$ cat config.mk
export PLATFORM = sky130hd
export DESIGN_NAME = interconnect_fsm
export DESIGN_NICKNAME = d
export VERILOG_FILES = /design/src/rtl/interconnect_fsm.sv
export SDC_FILE = /design/constraint.sdc
export NUM_CORES = 1
export LEC_CHECK = 0
export CAP_MARGIN = 20
export CORE_MARGIN = 8
export CORE_UTILIZATION = 44
export CTS_BUF_LIST = sky130_fd_sc_hd__clkbuf_4
export DETAILED_ROUTE_END_ITERATION = 6
export PLACE_DENSITY = 0.82
export SYNTH_ARGS = -nofsm -noshare
export SYNTH_HDL_FRONTEND = slang
export SYNTH_SLANG_ARGS = --single-unit
export TNS_END_PERCENT = 30
$ cat constraint.sdc
create_clock -name clk -period 3.5 [get_ports clk]
set_clock_uncertainty 0.15 [all_clocks]
set_input_delay 0.525 -clock clk [delete_from_list [all_inputs] [get_ports clk]]
set_output_delay 0.525 -clock clk [all_outputs]
set_load 0.01 [all_outputs]
$ cat src/rtl/interconnect_fsm.sv
// interconnect_fsm: control sequencer for the PCIe QoS interconnect.
// Loads and validates the FIFO almost-full/almost-empty thresholds during
// INIT, drives the registered threshold buses, and reports IDLE/ACTIVE/ERROR
// status from the FIFO empty and error flags.
// Optional feature: define INTFSM_ERR_RECOVER_EN to allow leaving ERROR via
// init (with no error flags present) instead of only via reset.
module interconnect_fsm #(
    parameter int LEN4  = 4,
    parameter int LEN16 = 16
) (
    input  logic                 clk,
    input  logic                 reset,
    input  logic                 init,
    input  logic [2*LEN4-1:0]    cfg_main_in,
    input  logic [2*LEN16-1:0]   cfg_vc_in,
    input  logic [2*LEN4-1:0]    cfg_d_in,
    input  logic [4:0]           empty_vec,
    input  logic [4:0]           error_vec,
    output logic [2*LEN4-1:0]    cfg_main,
    output logic [2*LEN16-1:0]   cfg_vc,
    output logic [2*LEN4-1:0]    cfg_d,
    output logic [4:0]           state,
    output logic                 idle_out,
    output logic                 active_out,
    output logic                 error_out,
    output logic [4:0]           error_src,
    output logic                 cfg_bad
);

    typedef enum logic [4:0] {
        S_RESET  = 5'b00001,
        S_INIT   = 5'b00010,
        S_IDLE   = 5'b00100,
        S_ACTIVE = 5'b01000,
        S_ERROR  = 5'b10000
    } state_t;

    state_t              state_q, state_d;
    logic [2*LEN4-1:0]   cfg_main_q, cfg_main_d;
    logic [2*LEN16-1:0]  cfg_vc_q, cfg_vc_d;
    logic [2*LEN4-1:0]   cfg_d_q, cfg_d_d;
    logic [4:0]          error_src_q, error_src_d;
    logic                cfg_bad_q, cfg_bad_d;

    logic                cfg_ok;
    logic                err_any;
    logic                all_empty;

    // Threshold pair validity (LOW < HIGH, unsigned) and flag summaries.
    always_comb begin
        cfg_ok    = (cfg_main_in[LEN4-1:0]  < cfg_main_in[2*LEN4-1:LEN4]) &&
                    (cfg_vc_in[LEN16-1:0]   < cfg_vc_in[2*LEN16-1:LEN16]) &&
                    (cfg_d_in[LEN4-1:0]     < cfg_d_in[2*LEN4-1:LEN4]);
        err_any   = |error_vec;
        all_empty = (empty_vec == 5'b11111);
    end

    // Next-state, threshold capture and sticky error bookkeeping.
    always_comb begin
        state_d     = state_q;
        cfg_main_d  = cfg_main_q;
        cfg_vc_d    = cfg_vc_q;
        cfg_d_d     = cfg_d_q;
        error_src_d = error_src_q;
        cfg_bad_d   = cfg_bad_q;

        case (state_q)
            S_RESET: begin
                state_d = S_INIT;
            end
            S_INIT: begin
                if (cfg_ok) begin
                    cfg_main_d = cfg_main_in;
                    cfg_vc_d   = cfg_vc_in;
                    cfg_d_d    = cfg_d_in;
                    cfg_bad_d  = 1'b0;
                end else begin
                    cfg_bad_d  = 1'b1;
                end
                if (err_any) begin
                    state_d     = S_ERROR;
                    error_src_d = error_src_q | error_vec;
                end else if (!init && cfg_ok) begin
                    state_d = S_IDLE;
                end
            end
            S_IDLE: begin
                if (err_any) begin
                    state_d     = S_ERROR;
                    error_src_d = error_src_q | error_vec;
                end else if (init) begin
                    state_d = S_INIT;
                end else if (!all_empty) begin
                    state_d = S_ACTIVE;
                end
            end
            S_ACTIVE: begin
                if (err_any) begin
                    state_d     = S_ERROR;
                    error_src_d = error_src_q | error_vec;
                end else if (init) begin
                    state_d = S_INIT;
                end else if (all_empty) begin
                    state_d = S_IDLE;
                end
            end
            S_ERROR: begin
`ifdef INTFSM_ERR_RECOVER_EN
                if (init && !err_any) begin
                    state_d     = S_INIT;
                    error_src_d = 5'b00000;
                end else begin
                    error_src_d = error_src_q | error_vec;
                end
`else
                error_src_d = error_src_q | error_vec;
`endif
            end
            default: begin
                state_d = S_RESET;
            end
        endcase
    end

    // State and configuration registers, cleared asynchronously by reset.
    always_ff @(posedge clk or posedge reset) begin
        if (reset) begin
            state_q     <= S_RESET;
            cfg_main_q  <= '0;
            cfg_vc_q    <= '0;
            cfg_d_q     <= '0;
            error_src_q <= '0;
            cfg_bad_q   <= 1'b0;
        end else begin
            state_q     <= state_d;
            cfg_main_q  <= cfg_main_d;
            cfg_vc_q    <= cfg_vc_d;
            cfg_d_q     <= cfg_d_d;
            error_src_q <= error_src_d;
            cfg_bad_q   <= cfg_bad_d;
        end
    end

    assign state      = state_q;
    assign cfg_main   = cfg_main_q;
    assign cfg_vc     = cfg_vc_q;
    assign cfg_d      = cfg_d_q;
    assign error_src  = error_src_q;
    assign cfg_bad    = cfg_bad_q;
    assign idle_out   = (state_q == S_IDLE);
    assign active_out = (state_q == S_ACTIVE);
    assign error_out  = (state_q == S_ERROR);

endmodule
==> flow_summary.toml <==
[yosys]
synth-seq-cells = 59
synth_cell_types = 34
synth_enable_flop_cells = 0
synth_fp_nets = 306
synth-simple-area-share_pct = 6.03
synth_area_leaders = "dfrtp_1, mux2_4, ha_1"
netlist_area_um2 = 3030
synth_area_leader_cell = "dfrtp_1"
synth-seq-area-share_pct = 48.8
synth_top_family_by_area = "multiplexers"
synth_warnings = 0
syn_inst = 224
synth-xor-area-share_pct = 0.289
avgSynthCellArea_um2 = 13.5
yosys.area_share.adder_pct = 8.67
ys.flop_type = "dfrtp_1"
synth_top_area_share_pct = 47.9
synthArstFlopShare_pct = 100
synth-compound-area-share_pct = 7.39
synth.area.mux_share_pct = 24.1

[detailed_routing]
wire_per_inst_um = 17.4
drc = 0
drt-initial-drc-count = 40
vias_per_cell = 4.99
first_pass_iters = 4
drtAntennaViolNets = 0
routed_wl_um = 7670
vias = 2200

[global_routing]
use_met2_pct = 25.3
grt_max_degree = 52
grt_usage_pct = 15.8
grt_pass1_vias = 2353
grt_busiest_layer = "met2"
grt_pass1_wl_um = 12200
gr-total-overflow = 0
use_met3_pct = 5.07
antenna_found_initial = 0
grt.met1_usage_pct = 19.5

[finish]
fill_cells = 516
antennaDiodeCount = 0
drive_above_1_share_pct = 19.9
fin_util_pct = 67.4
layout_common_cells = "clkdlybuf4s50_1, dfrtp_1, mux2_4, inv_1, ha_1"
nets = 438
syn_to_final_growth_pct = 49.4
final_common_cell = "clkdlybuf4s50_1"

[worst_setup_path]
cp.required_ns = 3.63
start_kind = "primary input"
critical_path_class = "in2reg"
end_kind = "flip-flop"
path_max_fanout = 22
worstPathArrival_ns = 3.22

[timing]
fin_crit_ns = 3.10
timing.fmax_mhz = 323
min_period_over_period_pct = 88.5
worstMarginPinSlew_ns = 0.559
holdWs_ns = 0.301
hold_viol_final = 0
setup_viol = 0
rsz0062_at_grt = "no"
slew_viol_final = 0
maxSlewHeadroom_pct = 61.8

[clocking]
post_cts_buffers = 0
postCtsHoldBufs = 0
clock_sinks = 59
clkSlewWorstSetupHoldPaths_ns = 0.11
cts_resized = 0
numCtsBuffers = 9
h-tree-depth = 3
cts_tree = "yes"
cts_root_buf = "clkbuf_4"
clockBufferDepth = 2
clk_latency_ns = 0.39

[floorplanning]
die_w_um = 99.0
design.core.area_um2 = 6720
io_pins = 123
row_count = 30
die-area_um2 = 9800
die_y_um = 99.0
start_util_pct = 45.1

[run_status]
status = "finished clean"

[run]
max_cap_viol_count = 0

[power_and_ir_drop]
p_leak_uw = 0.00220
vdd_ir_drop_max_mv = 0.344
p_per_area_nw_per_um2 = 700
power_uw = 3170

[placed_design]
io_buffers = 122
gp_congestion = 0.727
hpwl_um = 6070

[min_path]
hp-class = "in2async"
## cell usage after synthesis (all sizes together), types with 2 or more instances
cell / instances
nand2: 7
buf: 5
dfrtp: 58
nand3: 2
ha: 21
nor4b: 2
a2111oi: 2
o21ai: 4
nor2: 10
a21oi: 5
a211oi: 4
o21a: 3
nand4: 2
nand2b: 4
inv: 23
mux2: 48
a21o: 7
and3: 3
## sequential cells by signal (all words and copies together), names as in the netlist
name	flops
cfg_bad	1
cfg_d	8
cfg_main	8
error_src	5
state	5
cfg_vc	32
## logic make-up (layout without fill, tap and decap cells)
| group | after synthesis | in the layout |
|---|---|---|
| xor gates and xnor gates | 1 | 1 |
| and+or+nand+nor | 35 | 35 |
| AOI/OAI and AO/OA | 31 | 31 |
| muxes | 49 | 49 |
| buffers and inverters | 28 | 165 |
| DFF | 59 | 59 |
| adders and majority gates | 21 | 21 |
## worst max-delay path: stages
cell and delay (ns):
clkdlybuf4s50_1 0.48, inv_1 0.05, ha_1 0.30, a2111oi_0 0.47
o21a_1 0.20, o221ai_1 0.15, a211oi_2 0.33, nand2_4 0.18
buf_12 0.21, mux2_4 0.31
## per-stage QoR
stage               TNS, ns  instance area [µm²]  worst slack (ns)  std cells
global route              0                 4530             0.289        441
floorplan                 0                 3030             0.909        224
CTS                       0                 4510             0.354        440
detailed placement    -1.81                 4350           -0.0541        424
global placement          0                 4350             0.103        424
finish                    0                 4530             0.401        441
## layout make-up
class / instances / area (µm²) / share of cell area, %
Clock inverter: 5 / 77.6 / 1.71
Inverter: 23 / 86.3 / 1.91
Clock buffer: 11 / 82.6 / 1.82
Sequential cell: 59 / 1480 / 32.6
Timing Repair Buffer: 126 / 1290 / 28.5
Tap cell: 80 / 100 / 2.21
Multi-Input combinational cell: 137 / 1410 / 31.2
## metal layers
metal | up-vias | share of wire, %
met5 | - | 0
met2 | 73 | 49
met3 | 6 | 5.8
met4 | 0 | 0.72
met1 | 1066 | 45
li1 | 1055 | -
## where the power goes
part	switching, µW	internal, µW
registers	194	970
clock network	255	304
logic	477	967
total	927	2240
## worst paths after layout
path                                     from           end  slack (ns)  depth (start not counted)
min in group clk                 error_src[0]  error_src[0]        0.32                          1
worst min-delay path                    reset  error_src[4]        0.30                          2
max in group asynchronous               reset     cfg_vc[6]        2.17                          4
worst min register to register   error_src[0]  error_src[0]        0.32                          1
worst max register to register       state[0]   cfg_main[3]        1.56                          5
worst max-delay path            cfg_vc_in[31]     cfg_vc[0]        0.40                         10
No activity file was read; power rests on OpenSTA's default activity.
